--- config.mk ---
export PLATFORM = sky130hd
export DESIGN_NAME = riscv_lsu
export DESIGN_NICKNAME = d
export VERILOG_FILES = /design/src/rtl/riscv_lsu.sv
export SDC_FILE = /design/constraint.sdc
export NUM_CORES = 1
export LEC_CHECK = 0
export ABC_CLOCK_PERIOD_IN_PS = 2900
export BUFFER_PORTS_ARGS = -buffer_cell sky130_fd_sc_hd__buf_4
export CAP_MARGIN = 15
export CORE_MARGIN = 1.5
export CORE_UTILIZATION = 25
export CTS_CLUSTER_SIZE = 14
export DETAILED_ROUTE_END_ITERATION = 6
export PLACE_DENSITY = 0.55
export SLEW_MARGIN = 20
export SYNTH_ARGS = -nofsm -noshare
export SYNTH_HDL_FRONTEND = slang
export SYNTH_SLANG_ARGS = --single-unit
--- constraint.sdc ---
create_clock -name clk -period 2.9 [get_ports clk]
set_clock_uncertainty 0.05 [all_clocks]
set_input_delay 0.29 -clock clk [delete_from_list [all_inputs] [get_ports clk]]
set_output_delay 0.29 -clock clk [all_outputs]
set_load 0.01 [all_outputs]
--- src/rtl/riscv_lsu.sv ---
// riscv_lsu: load/store unit between the core and a req/ready byte-lane data memory.
// Define LSU_TIMEOUT_EN to abort a WAIT after TIMEOUT_CYCLES cycles with a fault pulse.
module riscv_lsu #(
   parameter int unsigned TIMEOUT_CYCLES = 255
) (
   input  logic        clk,
   input  logic        rst_n,
   input  logic        lsu_req_i,
   input  logic        lsu_we_i,
   input  logic [2:0]  lsu_size_i,
   input  logic [31:0] lsu_addr_i,
   input  logic [31:0] lsu_wdata_i,
   output logic [31:0] lsu_rdata_o,
   output logic        lsu_stall_o,
   output logic        lsu_misalign_o,
   output logic        lsu_fault_o,
   output logic        mem_req_o,
   output logic        mem_we_o,
   output logic [3:0]  mem_be_o,
   output logic [31:0] mem_addr_o,
   output logic [31:0] mem_wdata_o,
   input  logic [31:0] mem_rdata_i,
   input  logic        mem_ready_i
);

   typedef enum logic [1:0] {
      S_IDLE = 2'd0,
      S_WAIT = 2'd1,
      S_DONE = 2'd2
   } state_t;

   state_t      r_state;
   logic        r_mem_req;
   logic        r_mem_we;
   logic [3:0]  r_mem_be;
   logic [31:0] r_mem_addr;
   logic [31:0] r_mem_wdata;
   logic [31:0] r_rdata;
   logic [2:0]  r_size;
   logic [1:0]  r_off;

   logic        w_illegal;
   logic [3:0]  w_be;
   logic [31:0] w_wdata;
   logic [31:0] w_shifted;
   logic [31:0] w_load;

   // NOTE: every signal written in an always_comb gets a default first, so no path infers a latch.
   always_comb begin
      w_illegal = 1'b0;
      w_be      = 4'b1111;
      w_wdata   = lsu_wdata_i;
      case (lsu_size_i)
         3'b000, 3'b100: begin
            w_be    = 4'b0001 << lsu_addr_i[1:0];
            w_wdata = {4{lsu_wdata_i[7:0]}};
         end
         3'b001, 3'b101: begin
            w_illegal = lsu_addr_i[0];
            w_be      = lsu_addr_i[1] ? 4'b1100 : 4'b0011;
            w_wdata   = {2{lsu_wdata_i[15:0]}};
         end
         3'b010: w_illegal = |lsu_addr_i[1:0];
         default: w_illegal = 1'b1;
      endcase
   end

   // Load formatting uses the size and offset latched at request time.
   assign w_shifted = mem_rdata_i >> {r_off, 3'b000};

   always_comb begin
      w_load = w_shifted;
      case (r_size)
         3'b000:  w_load = {{24{w_shifted[7]}}, w_shifted[7:0]};
         3'b001:  w_load = {{16{w_shifted[15]}}, w_shifted[15:0]};
         3'b100:  w_load = {24'd0, w_shifted[7:0]};
         3'b101:  w_load = {16'd0, w_shifted[15:0]};
         default: w_load = w_shifted;
      endcase
   end

   assign lsu_misalign_o = lsu_req_i & w_illegal;
   assign lsu_stall_o    = lsu_req_i & ~lsu_misalign_o & (r_state != S_DONE);

`ifdef LSU_TIMEOUT_EN
   localparam logic [7:0] TIMEOUT_LIM = 8'(TIMEOUT_CYCLES);
   logic [7:0] r_cnt;
   logic       r_fault;
   assign lsu_fault_o = r_fault;
`else
   assign lsu_fault_o = 1'b0;
`endif

   // NOTE: sequential state uses non-blocking assignments so every register sees pre-edge values.
   always_ff @(posedge clk or negedge rst_n) begin
      if (!rst_n) begin
         r_state     <= S_IDLE;
         r_mem_req   <= 1'b0;
         r_mem_we    <= 1'b0;
         r_mem_be    <= 4'b0000;
         r_mem_addr  <= 32'd0;
         r_mem_wdata <= 32'd0;
         r_rdata     <= 32'd0;
         r_size      <= 3'd0;
         r_off       <= 2'd0;
`ifdef LSU_TIMEOUT_EN
         r_cnt       <= 8'd0;
         r_fault     <= 1'b0;
`endif
      end else begin
`ifdef LSU_TIMEOUT_EN
         r_fault <= 1'b0;
`endif
         case (r_state)
            S_IDLE: begin
               if (lsu_req_i && !w_illegal) begin
                  r_state     <= S_WAIT;
                  r_mem_req   <= 1'b1;
                  r_mem_we    <= lsu_we_i;
                  r_mem_be    <= w_be;
                  r_mem_addr  <= {lsu_addr_i[31:2], 2'b00};
                  r_mem_wdata <= w_wdata;
                  r_size      <= lsu_size_i;
                  r_off       <= lsu_addr_i[1:0];
`ifdef LSU_TIMEOUT_EN
                  r_cnt       <= 8'd0;
`endif
               end
            end
            S_WAIT: begin
               if (mem_ready_i) begin
                  if (!r_mem_we) r_rdata <= w_load;
                  r_state   <= S_DONE;
                  r_mem_req <= 1'b0;
                  r_mem_we  <= 1'b0;
                  r_mem_be  <= 4'b0000;
               end
`ifdef LSU_TIMEOUT_EN
               else if (r_cnt == TIMEOUT_LIM) begin
                  if (!r_mem_we) r_rdata <= 32'd0;
                  r_fault   <= 1'b1;
                  r_state   <= S_DONE;
                  r_mem_req <= 1'b0;
                  r_mem_we  <= 1'b0;
                  r_mem_be  <= 4'b0000;
               end else begin
                  r_cnt <= r_cnt + 8'd1;
               end
`endif
            end
            S_DONE:  r_state <= S_IDLE;
            default: r_state <= S_IDLE;
         endcase
      end
   end

   assign lsu_rdata_o = r_rdata;
   assign mem_req_o   = r_mem_req;
   assign mem_we_o    = r_mem_we;
   assign mem_be_o    = r_mem_be;
   assign mem_addr_o  = r_mem_addr;
   assign mem_wdata_o = r_mem_wdata;

endmodule

==> flow_metrics.py, run 1 <==
metrics = {
    "die": {
        "io_pins": 209,
        "start_util_pct": 25.46,
        "rows": 51,
        "die_w_um": 143.8,
        "core-area_mm2": 0.01946,
        "dieArea_mm2": 0.02067,
        "die_h_um": 143.8,
    },
    "global_route": {
        "grt_max_degree": 99,
        "track_usage_pct": 14.32,
        "grt_pass1_vias": 4182,
        "grt_overflow": 0,
        "grt_pass1_wl_mm": 22.47,
        "antenna_found_initial": 0,
    },
    "final_layout": {
        "fin_cells": 917,
        "fin_nets": 751,
        "drive_above_1_share_pct": 37.27,
        "seq_area_mm2": 0.002678,
        "fillers": 1947,
        "utilization_pct": 36.37,
        "multi_input_area_mm2": 0.002102,
        "num_antenna_cells": 0,
        "syn2layout_area_growth_pct": 42.85,
    },
    "clocking": {
        "cts.repair.resized": 0,
        "cts_buffer_depth": 2,
        "clock-sinks": 107,
        "clkTransAtPathRegs_ns": 0.07,
        "cts_made_buffers": 9,
        "root_buffer": "clkbuf_16",
        "cts_tree": "built",
        "worstSkewPairLatency_ns": 0.35,
        "cts.htree.levels": 3,
    },
    "drt": {
        "vias_per_cell": 4.469,
        "ant_nets": 0,
        "wl_mm": 14.67,
        "dr.pass1.iters": 4,
        "post-route-drc-count": 0,
        "routedWlPerCell_um": 16.00,
        "vias": 4098,
        "drt_iter0_drc": 146,
    },
    "yosys": {
        "yosys-top-cells-count": "dfrtp_1, nor2_1, mux2_1",
        "yosysWarningCount": 0,
        "synth.area.top_cells": "dfrtp_1, mux2_1, mux2i_1, nor2_1, o21ai_1",
        "netlist-cell-type-count": 34,
        "synth_top_area_share_pct": 54.04,
        "synth_flop_cell": "dfrtp_1",
        "synth_async_sr_flop_share_pct": 100.0,
        "syn_inst": 450,
        "ys_ff_latch": 107,
        "synth_area_mm2": 0.004955,
        "avgSynthCellArea_um2": 11.01,
        "seq_area_frac_synth_pct": 54.04,
        "synth_edf_count": 0,
        "yosysTopAreaCell": "dfrtp_1",
        "yosysMostFrequentCell": "dfrtp_1",
    },
    "flow_run": {
        "max_cap_viol_count": 0,
    },
    "pwr": {
        "power_leakage_nw": 3.320,
        "vdd_drop_max_uv": 283.9,
        "power_density_mw_per_mm2": 822.3,
        "p_seq_share_pct": 40.5,
        "comb_power_share_pct": 38.3,
        "p_switching_mw": 1.971,
        "sw_frac_of_total_pct": 33.87,
        "clock_power_share_pct": 21.2,
        "p_int_mw": 3.849,
    },
    "timing": {
        "hold_viol_final": 0,
        "max-slew-margin-rel_pct": 62.01,
        "slew_violations": 0,
        "max_freq_mhz": 518.9,
        "finalCriticalPeriod_ns": 1.927,
        "setup-tns-final_ns": 0,
        "fin_crit_sh_pct": 66.45,
        "worst_pin_slew_ns": 0.5699,
        "timing.final.ws_setup_ns": 0.9730,
        "grt_setup_unrepaired": "false",
        "setup_viol": 0,
    },
    "place": {
        "dp_cells": 900,
        "port_buffers": 205,
        "pre_cts_ws_ns": 0.8101,
        "gp_congestion": 0.8474,
        "hpwl_mm": 11.11,
    },
    "status": {
        "status": "complete, no violations",
    },
    "critical_path": {
        "critPathLaunchType": "flop",
        "critPathCaptureType": "flop",
        "critPathRequiredTime_ns": 3.11,
        "worstSetupPathType": "flop to flop",
        "critPathMaxFanout": 34,
        "crit_arrival_ns": 2.14,
    },
    "min_path": {
        "hold_class": "primary input to flop",
    },
}
## what timing repair did
item | 4_1_cts | 5_1_grt
endpoints found under the hold margin | 9 | 0
hold buffers | 1 | 0
setup buffers | 0 | 0
## cell families after synthesis
kind of cell    after synthesis  synth area share [%]
simple gates                114                 10.45
flops                       107                 54.04
compound gates               99                 11.67
mux                          92                 19.90
buf+inv                      37                 3.863
other cells                   1               0.07568
## final timing paths
path	from	to	slack, ns	depth (start not counted)
worst min-delay path	lsu_addr_i[11]	mem_addr_o[11]	0.1	2
worst max-delay path	r_off[0]	lsu_rdata_o[11]	0.97	5
worst max register to register	r_off[0]	lsu_rdata_o[11]	0.97	5
max in group asynchronous	rst_n	lsu_rdata_o[15]	1.73	3
worst min register to register	r_state[1]	r_state[0]	0.42	1
min in group asynchronous	rst_n	lsu_rdata_o[3]	0.28	2
## cell type report
| cell class | instances | area share, % |
|---|---|---|
| repair buffers | 217 | 23.40 |
| inverters | 4 | 0.2121 |
| clock buffers | 10 | 3.235 |
| flip-flops and latches | 107 | 37.83 |
| well taps | 265 | 4.684 |
| multi-input cells | 308 | 29.70 |
| clock inverters | 6 | 0.9369 |
## routing by layer
layer	routed length [µm]	track usage, %	up-vias
li1	-	-	1967
met1	6068	17.43	1942
met2	6949	23.25	172
met3	1374	4.798	17
met4	280	5.747	0
met5	0	0	-
## worst max-delay path, cell delays in order (launching register included)
cell     delay (ns)
dfrtp_1        0.42
buf_4          0.39
nor2b_1        0.42
and2_1         0.18
o21ai_0        0.14
a21oi_1        0.23
## placed cells by master, fill, tap and decap left out
cell type      count
mux2i_1           40
or2_1              1
bufinv_16          1
or2_2              1
nor2_2             1
a31oi_1            9
nand2b_1           3
buf_4            214
o31ai_1            2
clkinv_4           1
nand3b_1           1
clkinvlp_4         3
dlygate4sd3_1      1
mux2_1            45
conb_1             3
o21ai_1           31
a211oi_1           8
clkbuf_1           1
nand3_1            5
nor3b_1            1
o31a_1             1
nor4_4             1
buf_12             2
o22a_1             8
dfrtp_1          107
a21oi_1           28
and4b_1            1
inv_1              4
mux2_2             7
nor2_1            48
clkinv_2           1
o21ba_2            1
o211ai_4           1
clkbuf_16          9
o21ai_0           10
and2_1             7
nor2b_1            8
nand2_1           36
## stage by stage
stage | instance area [µm²] | hold slack (ns) | total power, mW
after floorplan | 4962 | -0.05559 | 3.384
after global placement | 6773 | 0.08010 | 4.586
after detailed placement | 6773 | 0.08126 | 4.652
after CTS | 7078 | 0.08135 | 5.916
after global routing | 7078 | 0.08094 | 6.240
final | 7078 | 0.09932 | 5.820
## power groups by stage
stage	logic [mW]	clock network [mW]	registers (mW)
finish	2.23	1.23	2.36
global route	2.45	1.36	2.43
CTS	2.27	1.28	2.36
detailed placement	2.27	0	2.39
global placement	2.23	0	2.36
floorplan	0.837	0	2.55
## registers in the layout, summed over array words and instances, names as in the netlist, 2 cells and up
name         cells
lsu_rdata_o     32
mem_wdata_o     32
mem_addr_o      30
mem_be_o         4
r_size           3
r_off            2
r_state          2
Note: power is estimated with default switching activity, not from simulation.
==> run 2, diff against run 1 <==
ABC_AREA = 1   (was not set)
ABC_CLOCK_PERIOD_IN_PS = 1610   (was 2900)
PLACE_DENSITY = 0.56   (was 0.55)
clock period = 1.61 ns   (was 2.9 ns; I/O delays follow)
==> run 2 against run 1 <==
  * Routed wire length increased by 9.6%
  * Die area increased by 7.0%
  * Worst setup slack got worse by 0.83 ns
  * Maximum frequency increased by 31%
  * Core utilization decreased by 0.083 points
  * Clock power increased by 80%
  * Power increased by 87%
  * Non-clock buffer count increased by 22
  * Critical path depth unchanged
==> flow_metrics.py, run 2 <==
metrics = {
    "status": {
        "status": "complete, no violations",
    },
    "pwr": {
        "power_density_mw_per_mm2": 1433,
        "p_int_mw": 6.978,
        "comb_power_share_pct": 40.8,
        "power_mw": 10.90,
        "vdd_drop_max_uv": 609.8,
        "power_leakage_nw": 4.116,
        "sw_frac_of_total_pct": 35.95,
        "p_switching_mw": 3.917,
        "p_seq_share_pct": 38.8,
        "clock_power_share_pct": 20.4,
    },
    "critical_path": {
        "crit_arrival_ns": 1.63,
        "worstSetupPathType": "flop to flop",
        "critPathCaptureType": "flop",
        "critical-path-top-delay-family": "simple AND/OR/NAND/NOR gates",
        "critPathMaxFanout": 131,
        "path_cells": "nor2_2 -> nand4_4 -> buf_12 -> nand2_1 -> o21ai_0",
        "crit_slowest_cell": "dfrtp_1",
        "critPathLaunchType": "flop",
        "max_stage_delay_ns": 0.40,
        "critPathRequiredTime_ns": 1.77,
        "critPathBufInv": 1,
    },
    "yosys": {
        "synth_async_sr_flop_share_pct": 100.0,
        "synth_area_mm2": 0.005309,
        "synth_flop_cell": "dfrtp_1",
        "syn_inst": 687,
        "synth_edf_count": 0,
        "seq_area_frac_synth_pct": 50.44,
        "netlist-cell-type-count": 27,
        "yosysMostFrequentCell": "nand2_1",
        "yosysTopAreaCell": "dfrtp_1",
        "synth.area.top_cells": "dfrtp_1, nand2_1, o21ai_0, inv_1, nand3_1",
        "yosysWarningCount": 0,
        "synth_top_area_share_pct": 50.44,
        "ys_ff_latch": 107,
        "avgSynthCellArea_um2": 7.728,
        "yosys-top-cells-count": "nand2_1, dfrtp_1, inv_1",
    },
    "place": {
        "port_buffers": 205,
        "hpwl_mm": 11.94,
        "pre_cts_ws_ns": 0.1326,
        "gp_congestion": 0.8785,
        "placed_cell_area_mm2": 0.007182,
    },
    "clocking": {
        "cts_made_buffers": 9,
        "cts_tree": "built",
        "cts.htree.levels": 3,
        "cts_setup_buffers": 0,
        "worstSkewPairLatency_ns": 0.35,
        "clkTransAtPathRegs_ns": 0.08,
        "cts_buffer_depth": 2,
        "clock-sinks": 107,
        "root_buffer": "clkbuf_16",
    },
    "die": {
        "dieArea_mm2": 0.02212,
        "rows": 53,
        "die_w_um": 148.7,
        "die_h_um": 148.7,
        "start_util_pct": 25.33,
        "io_pins": 209,
        "core-area_mm2": 0.02096,
    },
    "drt": {
        "ant_nets": 0,
        "drt_iter0_drc": 219,
        "vias_per_cell": 4.304,
        "routedWlPerCell_um": 13.63,
        "vias": 5074,
        "dr.pass1.iters": 5,
        "post-route-drc-count": 0,
        "wl_mm": 16.07,
    },
    "timing": {
        "timing.final.ws_setup_ns": 0.1428,
        "worst_pin_slew_ns": 0.5014,
        "hold_viol_final": 0,
        "setup-tns-final_ns": 0,
        "setup_viol": 0,
        "max_freq_mhz": 681.6,
        "fin_crit_sh_pct": 91.13,
        "slew_violations": 0,
        "finalCriticalPeriod_ns": 1.467,
        "grt_setup_unrepaired": "false",
        "max-slew-margin-rel_pct": 66.57,
    },
    "final_layout": {
        "final_cell_mix": "nand2_1, buf_4, dfrtp_1",
        "final_common_cell": "nand2_1",
        "drive_above_1_share_pct": 30.42,
        "num_antenna_cells": 0,
        "fillers": 2259,
        "fin_area_mm2": 0.007604,
        "utilization_pct": 36.28,
        "syn2layout_area_growth_pct": 43.22,
        "fin_nets": 1003,
    },
    "global_route": {
        "grt_pass1_vias": 4936,
        "grt_overflow": 0,
        "grt_max_degree": 132,
        "antenna_found_initial": 0,
        "grt_pass1_wl_mm": 25.59,
        "track_usage_pct": 14.80,
    },
    "flow_run": {
        "max_cap_viol_count": 0,
    },
    "min_path": {
        "hold_class": "primary input to flop",
    },
}
run 2: worst reg2reg max path, cell delays in order (launching register included):
cell and delay (ns):
dfrtp_1 0.40, nor2_2 0.21, nand4_4 0.14, buf_12 0.22
nand2_1 0.23, o21ai_0 0.09
run 2: routing by layer:
layer  wire length [µm]  share of wire [%]  up-vias  global-route usage, %
met5                  0                  0        -                      0
met4                249                1.5        0                  4.208
met3               1498                9.3       20                  5.215
met2               7109                 44      204                  23.14
met1               7218                 45     2279                  19.28
li1                   -                  -     2571                      -
run 2: area by class of cell:
cell class	count	area (µm²)	share of cell area (%)
Clock inverter	5	46.29	0.6089
Tap cell	275	344.1	4.525
Sequential cell	107	2678	35.21
Inverter	79	296.5	3.900
Clock buffer	11	252.7	3.324
Timing Repair Buffer	239	1899	24.98
Multi-Input combinational cell	463	2087	27.45
run 2: repair_timing:
item                                   CTS  global route
hold buffers                            12             0
endpoints found under the hold margin   45             0
gates resized for setup                  0             1
setup endpoints to repair                0             4
run 2: final timing paths:
kind	from	end	slack (ns)	cells after the start
worst max-delay path	r_state[1]	mem_addr_o[17]	0.14	5
worst min-delay path	lsu_addr_i[22]	mem_addr_o[22]	0.01	3
worst max register to register	r_state[1]	mem_addr_o[17]	0.14	5
worst min register to register	lsu_rdata_o[2]	lsu_rdata_o[2]	0.43	2
max in group asynchronous	rst_n	lsu_rdata_o[19]	0.76	3
min in group asynchronous	rst_n	lsu_rdata_o[4]	0.21	2
run 2: power groups by stage:
stage | combinational (mW) | clock [mW] | sequential, mW
after global placement | 4.41 | 0 | 4.29
final | 4.44 | 2.22 | 4.23
after CTS | 4.50 | 2.32 | 4.25
after floorplan | 1.83 | 0 | 4.55
after global routing | 4.96 | 2.44 | 4.36
after detailed placement | 4.48 | 0 | 4.27
run 2: cells by family (layout without fill, tap and decap cells):
kind of cell	after synthesis	in the layout	share of synthesized area (%)
AO/OA/AOI/OAI	113	113	10.98
buffers and inverters	119	334	10.44
flip-flops	107	107	50.44
other	1	3	0.07064
AND/OR/NAND/NOR	347	347	28.07
run 2: per-stage QoR:
stage	hold WS [ns]	std cells
finish	0.01453	1179
global route	0.003102	1179
CTS	0.0009464	1179
detailed placement	0.04820	1151
global placement	0.05268	1151
floorplan	-0.1846	689
==> run 3, diff against run 2 <==
SETUP_SLACK_MARGIN = 0.2   (was not set)
SLEW_MARGIN = 10   (was 20)
==> run 3 against run 2 <==
  * Routed wire length grew 11%
  * Non-clock buffer count up 11
  * Critical path type unchanged
  * Critical path depth grew 3
  * Global-route usage about the same
  * Final cell count rose by 0.93%
  * Highest routed layer unchanged
  * Largest cell class unchanged
==> flow_metrics.py, run 3 (synthesis gave the netlist of run 2 again) <==
metrics = {
    "status": {
        "status": "complete, no violations",
    },
    "critical_path": {
        "critPathBufInv": 4,
        "crit_slowest_cell": "dfrtp_1",
        "critPathCaptureType": "flop",
        "worstSetupPathType": "flop to flop",
        "critical-path-top-delay-family": "simple AND/OR/NAND/NOR gates",
        "cp.depth": 8,
        "critPathMaxFanout": 10,
        "ff2ff_path_depth": 8,
        "critPathLaunchType": "flop",
        "worstReg2RegEnd": "lsu_rdata_o[17]",
        "worst-r2r-setup-slack_ns": 0.17,
        "cp-startpoint": "r_state[0]",
        "path_cells": "inv_2 -> nor2_2 -> nand2_2 -> inv_6 -> clkbuf_16 -> or2_2 -> nand2_1 -> inv_1",
        "r2r-start": "r_state[0]",
        "crit_end": "lsu_rdata_o[17]",
        "crit_arrival_ns": 1.64,
        "max_stage_delay_ns": 0.40,
        "critPathRequiredTime_ns": 1.81,
    },
    "clocking": {
        "clock-sinks": 107,
        "cts_buffer_depth": 2,
        "worstSkewPairLatency_ns": 0.35,
        "cts_tree": "built",
        "root_buffer": "clkbuf_16",
        "cts_made_buffers": 9,
        "clkTransAtPathRegs_ns": 0.08,
        "cts.htree.levels": 3,
    },
    "flow_run": {
        "max_cap_viol_count": 0,
    },
    "global_route": {
        "grt.busiest_layer": "met2",
        "grt_pass1_vias": 4928,
        "track_usage_pct": 14.79,
        "grt_max_degree": 132,
        "met1_usage_pct": 19.30,
        "antenna_found_initial": 0,
        "globalRouteMet3Util_pct": 5.215,
        "met2_usage_pct": 23.09,
        "grt_overflow": 0,
        "grt_pass1_wl_mm": 25.56,
    },
    "final_layout": {
        "final_common_cell": "nand2_1",
        "drive_above_1_share_pct": 33.22,
        "final_cell_mix": "nand2_1, buf_4, dfrtp_1",
        "fillers": 2241,
        "fin_nets": 1014,
        "num_antenna_cells": 0,
        "syn2layout_area_growth_pct": 49.26,
    },
    "die": {
        "die_h_um": 148.7,
        "dieArea_mm2": 0.02212,
        "core-area_mm2": 0.02096,
        "io_pins": 209,
        "die_w_um": 148.7,
        "rows": 53,
        "start_util_pct": 25.33,
    },
    "drt": {
        "dr.pass1.iters": 4,
        "wl_mm": 17.87,
        "vias": 5269,
        "drt_iter0_drc": 223,
        "routedWlPerCell_um": 15.02,
        "ant_nets": 0,
        "vias_per_cell": 4.428,
        "post-route-drc-count": 0,
    },
    "timing": {
        "max_freq_mhz": 695.9,
        "grt_setup_unrepaired": "true",
        "hold_viol_final": 0,
        "setup_viol": 0,
        "fin_crit_sh_pct": 89.26,
        "whs_ns": 0.01169,
        "setup-tns-final_ns": 0,
        "finalCriticalPeriod_ns": 1.437,
        "slew_violations": 0,
    },
    "place": {
        "hpwl_mm": 11.94,
        "gp_congestion": 0.8785,
        "port_buffers": 205,
    },
    "min_path": {
        "hold_class": "primary input to flop",
    },
    "pwr": {
        "power_density_mw_per_mm2": 1421,
        "power_leakage_nw": 4.246,
        "vdd_drop_max_uv": 637.2,
    },
}
[run 3: cell count changes in the layout (fill, tap and decap cells not counted), moves of 3 or more]
cell | before | now
buf_4 | 221 | 217
buf_6 | 0 | 5
clkbuf_16 | 9 | 15
inv_1 | 77 | 74
nand2_1 | 222 | 218
nand2_2 | 1 | 5
nand3_1 | 57 | 53
nand3_2 | 1 | 4
nor2_1 | 33 | 29
nor2_2 | 3 | 7
[run 3: final cells by class]
type,count,area (µm²),area share (%)
Clock buffer,11,252.7,3.190
Clock inverter,5,46.29,0.5842
Inverter,79,304.0,3.837
Multi-Input combinational cell,463,2138,26.99
Sequential cell,107,2680,33.82
Tap cell,275,344.1,4.342
Timing Repair Buffer,250,2158,27.24
[run 3: worst reg2reg max path, cell delays in order, from the launching register on]
cell	delay, ns
dfrtp_1	0.40
inv_2	0.07
nor2_2	0.04
nand2_2	0.14
inv_6	0.07
clkbuf_16	0.17
or2_2	0.28
nand2_1	0.08
inv_1	0.04
[run 3: worst min path at each step]
stage | startpoint | cells after the start | slack, ns | to
6_report | lsu_addr_i[5] | 3 | 0.01 | mem_addr_o[5]
5_1_grt | lsu_addr_i[16] | 3 | 0.003 | mem_addr_o[16]
4_1_cts | lsu_addr_i[10] | 3 | 0.0009 | mem_addr_o[10]
3_5_place_dp | rst_n | 1 | 0.05 | lsu_rdata_o[4]
3_3_place_gp | rst_n | 1 | 0.05 | lsu_rdata_o[2]
2_1_floorplan | rst_n | 0 | -0.18 | lsu_rdata_o[0]
[run 3: power by group]
part | switching [mW] | internal [mW]
clock | 1.09 | 1.16
combinational | 2.38 | 2.39
sequential | 0.621 | 3.62
[run 3: metal layers]
metal / vias up / routed length [µm]
met3: 19 / 1633
li1: 2594 / -
met2: 224 / 8161
met1: 2432 / 7831
met5: - / 0
met4: 0 / 247
[run 3: what timing repair did]
action | CTS | global route
gates cloned | 0 | 10
hold buffers | 12 | 0
pin swaps | 0 | 4
endpoints found under the setup margin | 70 | 90
buffers inserted | 0 | 1
gates resized for setup | 3 | 31
endpoints found under the hold margin | 45 | 0
[run 3: per-stage QoR]
stage	instances	setup WS, ns	area [µm²]	power, mW	utilization, %
global route	1190	0.1293	7924	12.10	37.81
detailed placement	1151	0.1326	7182	8.746	34.27
floorplan	689	0.2207	5316	6.383	-
global placement	1151	0.1588	7182	8.710	34.27
finish	1190	0.1729	7924	11.26	37.81
CTS	1179	0.1830	7611	11.08	36.32
